===== src/rtl/serial_add_seq.sv =====
// serial_add_seq: multi-cycle adder that adds two WIDTH-bit operands plus a
// carry-in, SLICE bits per clock, least-significant slice first. A carry
// flip-flop links the slices. Results (sum, carry-out, signed overflow) are
// registered and change only on the completion edge.
module serial_add_seq #(
   parameter int WIDTH = 8,   // operand and sum width, >= 2
   parameter int SLICE = 1    // bits added per cycle, divides WIDTH
) (
   input  logic             clk,
   input  logic             rst_n,
   input  logic             start,
   input  logic [WIDTH-1:0] a,
   input  logic [WIDTH-1:0] b,
   input  logic             cin,
   output logic [WIDTH-1:0] sum,
   output logic             cout,
   output logic             ovf,
   output logic             busy,
   output logic             done
);

   localparam int N  = WIDTH / SLICE;
   localparam int CW = (N > 1) ? $clog2(N) : 1;

   typedef enum logic {IDLE, RUN} state_t;

   state_t           state_q, state_d;
   logic [CW-1:0]    cnt_q, cnt_d;
   logic             carry_q, carry_d;
   logic [WIDTH-1:0] a_q, a_d;
   logic [WIDTH-1:0] b_q, b_d;
   logic [WIDTH-1:0] res_q, res_d;
   logic [WIDTH-1:0] sum_q, sum_d;
   logic             cout_q, cout_d;
   logic             ovf_q, ovf_d;
   logic             done_q, done_d;

   // Slice adder outputs
   logic [SLICE-1:0] slice_s;
   logic             slice_c;      // carry out of the slice's top bit
   logic             slice_c_top;  // carry into the slice's top bit

   // Ripple full-adder chain over the low SLICE bits of the operand shifters
   always_comb begin
      logic c;
      c           = carry_q;
      slice_s     = '0;
      slice_c_top = carry_q;
      for (int i = 0; i < SLICE; i++) begin
         slice_c_top = c;
         slice_s[i]  = a_q[i] ^ b_q[i] ^ c;
         c           = (a_q[i] & b_q[i]) | (c & (a_q[i] ^ b_q[i]));
      end
      slice_c = c;
   end

   // Next-state and datapath control; defaults hold every register
   always_comb begin
      state_d = state_q;
      cnt_d   = cnt_q;
      carry_d = carry_q;
      a_d     = a_q;
      b_d     = b_q;
      res_d   = res_q;
      sum_d   = sum_q;
      cout_d  = cout_q;
      ovf_d   = ovf_q;
      done_d  = 1'b0;
      case (state_q)
         IDLE: begin
            if (start) begin
               a_d     = a;
               b_d     = b;
               carry_d = cin;
               cnt_d   = '0;
               state_d = RUN;
            end
         end
         RUN: begin
            // Operands shift right so the next slice always sits at bit 0;
            // result slices enter from the top and shift down.
            a_d     = a_q >> SLICE;
            b_d     = b_q >> SLICE;
            res_d   = (res_q >> SLICE) | (WIDTH'(slice_s) << (WIDTH - SLICE));
            carry_d = slice_c;
            if (cnt_q == CW'(N - 1)) begin
               // The last slice holds the MSB, so its carries give cout/ovf
               sum_d   = res_d;
               cout_d  = slice_c;
               ovf_d   = slice_c_top ^ slice_c;
               done_d  = 1'b1;
               cnt_d   = '0;
               state_d = IDLE;
            end else begin
               cnt_d = cnt_q + CW'(1);
            end
         end
         default: state_d = IDLE;
      endcase
   end

   // State and datapath registers with asynchronous active-low reset
   always_ff @(posedge clk or negedge rst_n) begin
      if (!rst_n) begin
         state_q <= IDLE;
         cnt_q   <= '0;
         carry_q <= 1'b0;
         a_q     <= '0;
         b_q     <= '0;
         res_q   <= '0;
         sum_q   <= '0;
         cout_q  <= 1'b0;
         ovf_q   <= 1'b0;
         done_q  <= 1'b0;
      end else begin
         state_q <= state_d;
         cnt_q   <= cnt_d;
         carry_q <= carry_d;
         a_q     <= a_d;
         b_q     <= b_d;
         res_q   <= res_d;
         sum_q   <= sum_d;
         cout_q  <= cout_d;
         ovf_q   <= ovf_d;
         done_q  <= done_d;
      end
   end

   assign sum  = sum_q;
   assign cout = cout_q;
   assign ovf  = ovf_q;
   assign busy = (state_q == RUN);
   assign done = done_q;

endmodule


===== config.mk =====
export PLATFORM = sky130hd
export DESIGN_NAME = serial_add_seq
export DESIGN_NICKNAME = d
export VERILOG_FILES = /design/src/rtl/serial_add_seq.sv
export SDC_FILE = /design/constraint.sdc
export NUM_CORES = 1
export LEC_CHECK = 0
export CORE_MARGIN = 3
export CORE_UTILIZATION = 37
export CTS_CLUSTER_DIAMETER = 60
export DETAILED_ROUTE_END_ITERATION = 10
export GPL_TIMING_DRIVEN = 0
export PLACE_DENSITY = 0.66
export RECOVER_POWER = 50
export SLEW_MARGIN = 10
export SYNTH_ARGS = -nofsm -noshare
export SYNTH_HDL_FRONTEND = slang
export SYNTH_SLANG_ARGS = --single-unit

===== constraint.sdc =====
create_clock -name clk -period 1.9 [get_ports clk]
set_input_delay 0.57 -clock clk [delete_from_list [all_inputs] [get_ports clk]]
set_output_delay 0.57 -clock clk [all_outputs]
set_load 0.03 [all_outputs]

======== Yosys cells after proc, flatten, opt, wreduce, memory -nomap -nowiden ========
Cells that the tools add are included.
word-level totals
  register bits after elaboration ......... 40
  latch bits .............................. 0
  bits in writable memories ............... 0
  memory bits (read-only) ................. 0
  output and inout bits ................... 12
  memories kept ........................... 0
operators by class
  add/sub/neg operators ................... 1
  $mul .................................... 0
  div/mod/pow operators ................... 0
  order comparisons ....................... 0
  eq/ne operators ......................... 2
  shifts and indexed selects .............. 0
  muxes and demuxes ....................... 14
  bitwise logic cells ..................... 8
  reductions and logical operators ........ 1
operators with widths
  cell                                                           number
  8-bit case mux with 2 select lines                             2
  8-bit 2-to-1 mux                                               2
  7-bit by 8-bit bitwise OR with 8-bit output                    1
  3-bit 2-to-1 mux                                               2
  3-bit case mux with 2 select lines                             1
  1-bit 2-to-1 mux                                               5
  1-bit case mux with 2 select lines                             2
  3-bit by 1-bit adder with 3-bit output, second input constant  1
  3-bit == test, second input constant                           1
  1-bit XOR                                                      3
  1-bit AND                                                      2
  2-bit inequality test, second input constant                   1
  2-bit AND reduction                                            1
  1-bit inverter                                                 1
  1-bit bitwise OR                                               1

======== Logic depth before layout (Yosys ltp) ========
Gate-level depths: netlist of the first run.
  depth after elaboration ................. 4
  mapped depth ............................ 5

======== Worst setup path before layout of the first run ========
No wires, ideal clock.
  path kind ............................... reg-to-reg
  start point ............................. register cnt_q[0]
  end point ............................... register cout_q, in the netlist cout
  data arrival time ....................... 1.297 ns
  path slack .............................. 0.478 ns
  cell stages (with the launch flop) ...... 6
  path buffers ............................ 1
  path through ............................ dfrtp_1 > ha_1 > ha_1 > nand2_2 > buf_6 > mux2_4
on the way
  longest elaborated chain between the ends .. 2
RTL lines
  item                                  line  RTL
  start, declared                       28    logic [CW-1:0] cnt_q, cnt_d;
  start signal, assigned                117   cnt_q <= cnt_d;
  3-bit == test                         86    if (cnt_q == CW'(N - 1)) begin
  2-bit AND reduction (no source line)  --
  end signal, assigned                  123   cout_q <= cout_d;
  end, declared                         34    logic cout_q, cout_d;
No other way between the ends.
A chain may end at the register's enable or synchronous reset.

======== Worst setup path in the final report of the first run ========
  start point ............................. register done_q, in the netlist done
  end point ............................... output done
RTL lines
  item                    line  RTL
  start, declared         36    logic done_q, done_d;
  start signal, assigned  125   done_q <= done_d;
  end, declared           19    output logic done
No word-level cell between the ends.

==> reports/metrics.cfg, run 1 <==
[timing]
whs_ps = 247
fmax_mhz = 543
rsz0062_at_grt = false
fin_crit_sh_pct = 97.0
final.min_clock_period_ps = 1840
slew-limit-headroom_pct = 52.3
setup_viol = 0
finalMaxSlewViolations = 0
hold_viol = 0
tightest_slew_ps = 716
skew_ps = 5.93

[setup_path]
crit_buf_inv = 1
cp_top_family = buffers and inverters
worstPathArrival_ps = 1270
critical_path.slowest_cell = clkdlybuf4s50_1
end_kind = primary output
crit_required_ps = 1330
startpoint_type = register
path_max_fanout = 1
path_cells = clkdlybuf4s50_1
criticalPathCategory = register to primary output
slowest_delay_ps = 660
r2r_cells = 5
cp.depth = 1

[finish]
final_common_cell = dfrtp_1
stdcell_count = 215
regArea_um2 = 976
drive_gt1_share_pct = 18.8
n_fill_cell = 364
antenna_cells = 0
synthToLayoutAreaGrowth_pct = 26.5
multiInputGateArea_um2 = 639
mostFrequentLayoutCells = 39 x dfrtp_1, 18 x clkdlybuf4s50_1, 17 x mux2i_1
fin_nets = 187

[clock_network]
htree_num_levels = 2
cts_setup_buffers = 0
clk_path_buf_depth = 2
clk_pin_slew_worst_paths_ps = 80
root_buffer = clkbuf_8
cts_tree = yes
cts_buffers = 5
cts_sinks = 39
hold_buffers = 0
clk_latency_ps = 290

[die]
num_rows = 23
core_um2 = 4200
die_area_um2 = 5400
start_util_pct = 40.1
die_w_um = 73.5
die_h_um = 73.5
io_pins = 32

[global_routing]
track_usage_pct = 12.1
grt_overflow_total = 0
grt_pass1_vias = 1032
grt_max_degree = 30
antenna_found_initial = 0
grt_pass1_wl_um = 4920

[drt]
via_per_inst = 4.94
drc = 0
vias = 1063
wl_per_cell_um = 13.7
drt-initial-drc-count = 20
ant_nets = 0
drt-pass1-iter-count = 4
drt-total-wl_um = 2960

[placed_design]
hpwl_um = 2180
place_congestion = 0.734
place_inst = 207
numPortBuffers = 30

[hold_path]
min_path_type = input port to asynchronous set/reset pin

[power_and_ir_drop]
swShare_pct = 35.5
p_switching_w = 0.00115
p_comb_share_pct = 41.0
vdd_drop_max_uv = 711
clockPowerShare_pct = 16.8
seqPwrFrac_pct = 42.1
power.leakage_nw = 1.11
p_int_w = 0.00209
pwr_density_cell_nw_per_um2 = 1520

[synthesis]
ys_warn_count = 0
syn_avg_cell_area_um2 = 13.4
synth-seq-cells = 39
netlist_area_um2 = 1690
ys_types = 20
syn_nets = 149
synthCells = 126
seq_area_frac_synth_pct = 57.9

[status]
status = complete, no violations

[flow_run]
max_cap_violations = 0

[cell usage after synthesis]
cell / n / share of area, %
o21ai_0: 15 / 4.5
a22o_1: 2 / 1.0
a21o_1: 1 / 0.45
buf_2: 3 / 0.89
nand2_2: 1 / 0.37
xor2_1: 1 / 0.52
buf_6: 3 / 2.0
mux2_4: 9 / 8.0
ha_1: 2 / 1.5
nor2_1: 4 / 0.89
nand2_1: 15 / 3.3
buf_8: 1 / 0.89
inv_1: 1 / 0.22
nor3b_1: 1 / 0.45
dfrtp_1: 39 / 58
clkbuf_1: 1 / 0.22
mux2i_1: 17 / 10
a21oi_1: 1 / 0.30
fa_1: 1 / 1.2
mux2_2: 8 / 5.3
[final cells by class]
class / count / share of cell area [%]
Sequential cell: 39 / 45.7
Clock inverter: 2 / 0.587
Multi-Input combinational cell: 78 / 30.0
Buffer: 8 / 2.76
Inverter: 1 / 0.176
Timing Repair Buffer: 31 / 14.4
Clock buffer: 6 / 3.40
Tap cell: 50 / 2.93
[per-layer routing]
| metal | track usage [%] | share of wire (%) | up-vias |
|---|---|---|---|
| met4 | 3.62 | 1.2 | 0 |
| li1 | - | - | 515 |
| met5 | 0 | 0 | - |
| met2 | 17.3 | 44 | 33 |
| met3 | 5.75 | 7.1 | 6 |
| met1 | 16.3 | 47 | 509 |
[power groups by stage]
stage / clock, W / combinational, W / sequential (W)
3_3_place_gp: 0 / 0.00136 / 0.00137
5_1_grt: 0.000594 / 0.00145 / 0.00142
3_5_place_dp: 0 / 0.00142 / 0.00139
6_report: 0.000545 / 0.00133 / 0.00136
4_1_cts: 0.000561 / 0.00139 / 0.00137
2_1_floorplan: 0 / 0.000782 / 0.00155
[registers in the layout, indices dropped and copies added (netlist names)]
signal	cells
cout	1
busy	1
cnt_q	3
res_q	7
b_q	8
carry_q	1
sum	8
ovf	1
a_q	8
done	1
[cells by family after synthesis]
family	Yosys count	synth area share (%)
xor gates and xnor gates	1	0.519
DFF	39	57.9
AOI/OAI and AO/OA	19	6.23
and+or+nand+nor	21	5.04
adders and majority gates	3	2.67
muxes	34	23.4
buffers and inverters	9	4.23
[final timing paths]
path,endpoint,slack [ps],start
max in group asynchronous,a_q[4],540,rst_n
worst min-delay path,done,250,rst_n
worst max register to register,cout,370,cnt_q[0]
min in group clk,a_q[3],490,a_q[4]
worst max-delay path,done,60,done
worst min register to register,a_q[3],490,a_q[4]
[timing repair]
action / 4_1_cts / 5_1_grt
setup endpoints to repair: 5 / 6
pin swaps: 0 / 0
resized for setup: 5 / 6
[through the flow]
step                      TNS (ps)  total power, W  instance area (um^2)  utilization, %  setup slack [ps]
after floorplan                  0         0.00233                  1690               -               478
after global placement      -25010         0.00274                  2050            48.8              -643
after detailed placement         0         0.00281                  2060            49.1               311
after CTS                        0         0.00332                  2140            51.0              2.48
after global routing             0         0.00346                  2130            50.8              13.9
final                            0         0.00324                  2130            50.8              57.7
Power figures use the tool's default switching activity.
==> run 2: changes to the inputs <==
- CTS_CLUSTER_DIAMETER: 60 -> 30
- clock period: 1.9 -> 2.32 ns (I/O delays scaled with it)
==> run 2 against run 1 <==
  * Critical path depth stayed put
  * Non-clock buffer count did not move
  * Global-route usage unchanged
  * Combinational power down 16%
  * Clock-buffer cell count unchanged
  * Die area unchanged
  * Sequential cell count stayed put
  * Sequential power fell by 18%
  * Via count hardly changed
  * Critical endpoint is now sum[7]
  * Largest cell class unchanged
  * Largest power group unchanged
==> reports/metrics.cfg, run 2 (synthesized netlist as in run 1, its figures left out) <==
[setup_path]
end_kind = primary output
reg2reg_slack_ps = 690  ; +320 ps
cp.depth = 1  ; unchanged
critical_path.slowest_cell = clkdlybuf4s50_1
crit_buf_inv = 1  ; unchanged
slowest_delay_ps = 670  ; about the same
r2r_cells = 3  ; -2
worstPathArrival_ps = 1320  ; +50 ps
crit_required_ps = 1620  ; +290 ps
critPathLaunch = sum[7]
criticalPathCategory = register to primary output
path_max_fanout = 2  ; +1
path_cells = clkdlybuf4s50_1
startpoint_type = register
rr_endpoint = res_q[7]
cp_top_family = buffers and inverters
crit_path_end = sum[7]
r2r-start = busy

[timing]
fmax_mhz = 496
tightest_slew_ps = 716  ; +0.0249 ps
setup_ws_ps = 303  ; +245 ps
hold_viol = 0  ; unchanged
setup_viol = 0  ; unchanged
fin_crit_sh_pct = 87.0
final.min_clock_period_ps = 2020
whs_ps = 373  ; +126 ps
skew_ps = 5.89  ; -0.0362 ps
slew-limit-headroom_pct = 52.3  ; about the same
rsz0062_at_grt = false
finalMaxSlewViolations = 0  ; unchanged

[drt]
drt-pass1-iter-count = 4  ; unchanged
wl_per_cell_um = 13.6  ; -0.81%
drt-total-wl_um = 2930  ; -0.81%
drt-initial-drc-count = 19  ; -5.0%
ant_nets = 0  ; unchanged
drc = 0  ; unchanged
vias = 1062  ; -0.094%
via_per_inst = 4.94  ; about the same

[die]
num_rows = 23  ; unchanged
io_pins = 32  ; unchanged
start_util_pct = 40.1  ; unchanged
die_h_um = 73.5  ; unchanged
die_w_um = 73.5  ; unchanged
die_area_um2 = 5400  ; unchanged
core_um2 = 4200  ; unchanged

[power_and_ir_drop]
power.total_w = 0.00269  ; -17%
pwr_density_cell_nw_per_um2 = 1260  ; -17%
power.leakage_nw = 1.02  ; -8.5%
vdd_drop_max_uv = 575  ; -19%

[clock_network]
cts_setup_buffers = 0  ; unchanged
post_cts_resized = 0  ; -5
cts_tree = yes
cts_buffers = 5  ; unchanged
cts_sinks = 39  ; unchanged
clk_path_buf_depth = 2  ; unchanged
clk_latency_ps = 290  ; about the same
htree_num_levels = 2  ; unchanged
root_buffer = clkbuf_8
clk_pin_slew_worst_paths_ps = 80  ; about the same
hold_buffers = 0  ; unchanged

[finish]
final_common_cell = dfrtp_1
fin_nets = 187  ; unchanged
final_area_um2 = 2120  ; -0.47%
mostFrequentLayoutCells = 39 x dfrtp_1, 29 x clkdlybuf4s50_1, 17 x mux2i_1
drive_gt1_share_pct = 18.2  ; -0.61 points
antenna_cells = 0  ; unchanged
synthToLayoutAreaGrowth_pct = 25.9

[placed_design]
numPortBuffers = 30  ; unchanged
dpl_worst_slack_ps = 605  ; +294 ps
hpwl_um = 2180  ; unchanged
place_area_um2 = 2060  ; unchanged
place_congestion = 0.734  ; unchanged

[global_routing]
antenna_found_initial = 0  ; unchanged
grt_overflow_total = 0  ; unchanged
grt_pass1_wl_um = 4920  ; unchanged
grt_pass1_vias = 1032  ; unchanged
grt_max_degree = 30  ; unchanged
track_usage_pct = 12.1  ; unchanged

[hold_path]
min_path_type = input port to asynchronous set/reset pin

[status]
status = complete, no violations

[flow_run]
max_cap_violations = 0  ; unchanged

run 2: per-layer routing:
layer / vias up / wire [um] / global-route usage [%]
met2: 33 / 1300 / 17.3
li1: 515 / - / -
met1: 508 / 1400 / 16.3
met5: - / 0 / 0
met3: 6 / 197 / 5.75
met4: 0 / 34 / 3.62
run 2: report_power, final:
group          total (W)  switching, W  leakage, nW  internal (W)
Combinational    0.00112      0.000546        0.471      0.000572
Sequential       0.00112      0.000161        0.504      0.000959
Clock           0.000446      0.000236       0.0412      0.000210
run 2: how the worst min path moves through the flow:
stage                  end  slack (ps)
global placement    b_q[0]         470
global route          done         410
floorplan           a_q[0]         400
detailed placement  a_q[3]         470
CTS                   done         270
finish                done         370
run 2: cell type report:
class	instances	area [um^2]
clock inverters	2	12.5
inverters	1	3.75
fillers	360	2080
flip-flops and latches	39	976
clock buffers	6	72.6
repair buffers	31	299
well taps	50	62.6
plain buffers	8	57.6
multi-input cells	78	639
run 2: stage by stage:
stage / util (%) / std cells / TNS [ps]
finish: 50.5 / 215 / 0
global route: 50.5 / 215 / 0
CTS: 51.2 / 215 / 0
global placement: 48.8 / 206 / -13540
floorplan: - / 126 / 0
detailed placement: 49.1 / 207 / 0
==> run 3: changes to the inputs <==
- CORE_MARGIN: 3 -> not set
==> run 3 against run 2 <==
  * Non-clock buffer count stayed put
  * Via count grew 0.28%
  * Critical path depth unchanged
  * First-iteration DRC count fell by 26%
  * Sequential share of layout area shrank 0.75 points
  * Clock-buffer cell count did not move
  * Die area is 11% lower
  * Clock skew decreased by 2.8 ps
  * Sequential cell count is the same
  * Setup slack got worse by 16 ps
==> reports/metrics.cfg, run 3 (synthesized netlist as in run 1, its figures left out) <==
[status]
status = complete, no violations

[die]
core_um2 = 4350  ; +3.6%
io_pins = 32  ; unchanged
start_util_pct = 38.7  ; -1.4 points
num_rows = 24  ; +4.3%
die_h_um = 69.5  ; -5.4%
die_w_um = 69.5  ; -5.4%
die_area_um2 = 4830  ; -11%

[timing]
fin_crit_sh_pct = 87.7  ; +0.70 points
fmax_mhz = 492  ; -0.80%
finalMaxSlewViolations = 0  ; unchanged
slew-limit-headroom_pct = 50.3  ; -1.9 points
setup_viol = 0  ; unchanged
final.min_clock_period_ps = 2030  ; +16.3 ps
whs_ps = 337  ; -36.5 ps
skew_ps = 3.12  ; -2.78 ps
rsz0062_at_grt = false
tightest_slew_ps = 745  ; +28.8 ps
fin_tns_setup_ps = 0  ; unchanged
hold_viol = 0  ; unchanged

[clock_network]
clk_path_buf_depth = 2  ; unchanged
clk_pin_slew_worst_paths_ps = 70  ; about the same
post_cts_resized = 0  ; unchanged
cts_sinks = 39  ; unchanged
cts_tree = yes
cts_buffers = 5  ; unchanged
root_buffer = clkbuf_8
htree_num_levels = 2  ; unchanged
cts_setup_buffers = 0  ; unchanged
clk_latency_ps = 290  ; about the same
hold_buffers = 0  ; unchanged

[setup_path]
path_max_fanout = 2  ; unchanged
slowest_delay_ps = 680  ; about the same
end_kind = primary output
cp_top_family = buffers and inverters
crit_required_ps = 1620  ; about the same
r2r-start = busy
critical_path.slowest_cell = clkdlybuf4s50_1
rr_endpoint = res_q[7]
path_cells = clkdlybuf4s50_1
startpoint_type = register
r2r_cells = 3  ; unchanged
worstPathArrival_ps = 1340  ; +20 ps
reg2reg_slack_ps = 660  ; -30 ps
crit_buf_inv = 1  ; unchanged
criticalPathCategory = register to primary output

[placed_design]
hpwl_um = 2160  ; -1.0%
place_inst = 209  ; +0.97%
numPortBuffers = 30  ; unchanged
place_area_um2 = 2070  ; +0.12%
place_congestion = 0.703  ; -4.2%

[finish]
multiInputGateArea_um2 = 639  ; unchanged
stdcell_count = 217  ; +0.93%
synthToLayoutAreaGrowth_pct = 28.0
drive_gt1_share_pct = 18.8  ; +0.61 points
final_area_um2 = 2160  ; +1.6%
mostFrequentLayoutCells = 39 x dfrtp_1, 29 x clkdlybuf4s50_1, 17 x mux2i_1
final_common_cell = dfrtp_1
antenna_cells = 0  ; unchanged
regArea_um2 = 976  ; unchanged
fin_nets = 187  ; unchanged
n_fill_cell = 386  ; +7.2%

[global_routing]
grt_pass1_vias = 1115  ; +8.0%
antenna_found_initial = 0  ; unchanged
grt_overflow_total = 0  ; unchanged
track_usage_pct = 13.3  ; +1.2 points
grt_pass1_wl_um = 5110  ; +3.9%
grt_max_degree = 31  ; +3.3%

[flow_run]
max_cap_violations = 0  ; unchanged

[drt]
wl_per_cell_um = 13.6  ; -0.55%
drt-initial-drc-count = 14  ; -5
drt-total-wl_um = 2940  ; +0.38%
vias = 1065  ; +0.28%
drt-pass1-iter-count = 4  ; unchanged
via_per_inst = 4.91  ; -0.64%
ant_nets = 0  ; unchanged
drc = 0  ; unchanged

[power_and_ir_drop]
vdd_drop_max_uv = 558  ; -2.9%
power.total_w = 0.00282  ; +5.1%
pwr_density_cell_nw_per_um2 = 1310  ; +3.4%
power.leakage_nw = 1.04  ; +2.0%

[hold_path]
min_path_type = input port to asynchronous set/reset pin

==> run 3: cell count changes in the layout (fill, tap and decap cells not counted) <==
cell / previous run / this run
clkbuf_8: 5 / 6
clkbuf_1: 6 / 5
bufinv_16: 0 / 1
clkinvlp_4: 1 / 0
==> run 3: through the flow <==
step | setup WS (ps) | util [%]
after detailed placement | 596 | 47.5
after global placement | -330 | 47.1
final | 286 | 49.6
after global routing | 241 | 49.6
after CTS | 277 | 50.2
after floorplan | 898 | -
==> run 3: how the worst max path moves through the flow <==
stage,start,to,cells after the start
6_report,sum[3],sum[3],1
3_5_place_dp,sum[7],sum[7],1
5_1_grt,sum[3],sum[3],1
3_3_place_gp,rst_n,a_q[7],1
2_1_floorplan,cnt_q[0],cout,5
4_1_cts,sum[3],sum[3],1
==> run 3: cell type report <==
cell class | count | area share [%]
Timing Repair Buffer | 31 | 13.9
Clock buffer | 6 | 3.83
Tap cell | 52 | 3.01
Buffer | 8 | 2.67
Inverter | 1 | 0.174
Sequential cell | 39 | 45.2
Clock inverter | 2 | 1.62
Multi-Input combinational cell | 78 | 29.6
==> run 3: routing by layer <==
metal  part of all wire (%)  up-vias  track usage [%]
li1                       -      506                -
met1                     45      519             17.0
met5                      0        -                0
met4                    1.2        0             4.99
met2                     49       36             21.5
met3                    5.3        4             3.92
==> run 3: where the power goes <==
part / switching (W) / total, W / internal, W / leakage [nW]
Clock: 0.000230 / 0.000578 / 0.000348 / 0.0612
Sequential: 0.000165 / 0.00112 / 0.000960 / 0.504
Combinational: 0.000550 / 0.00112 / 0.000571 / 0.471
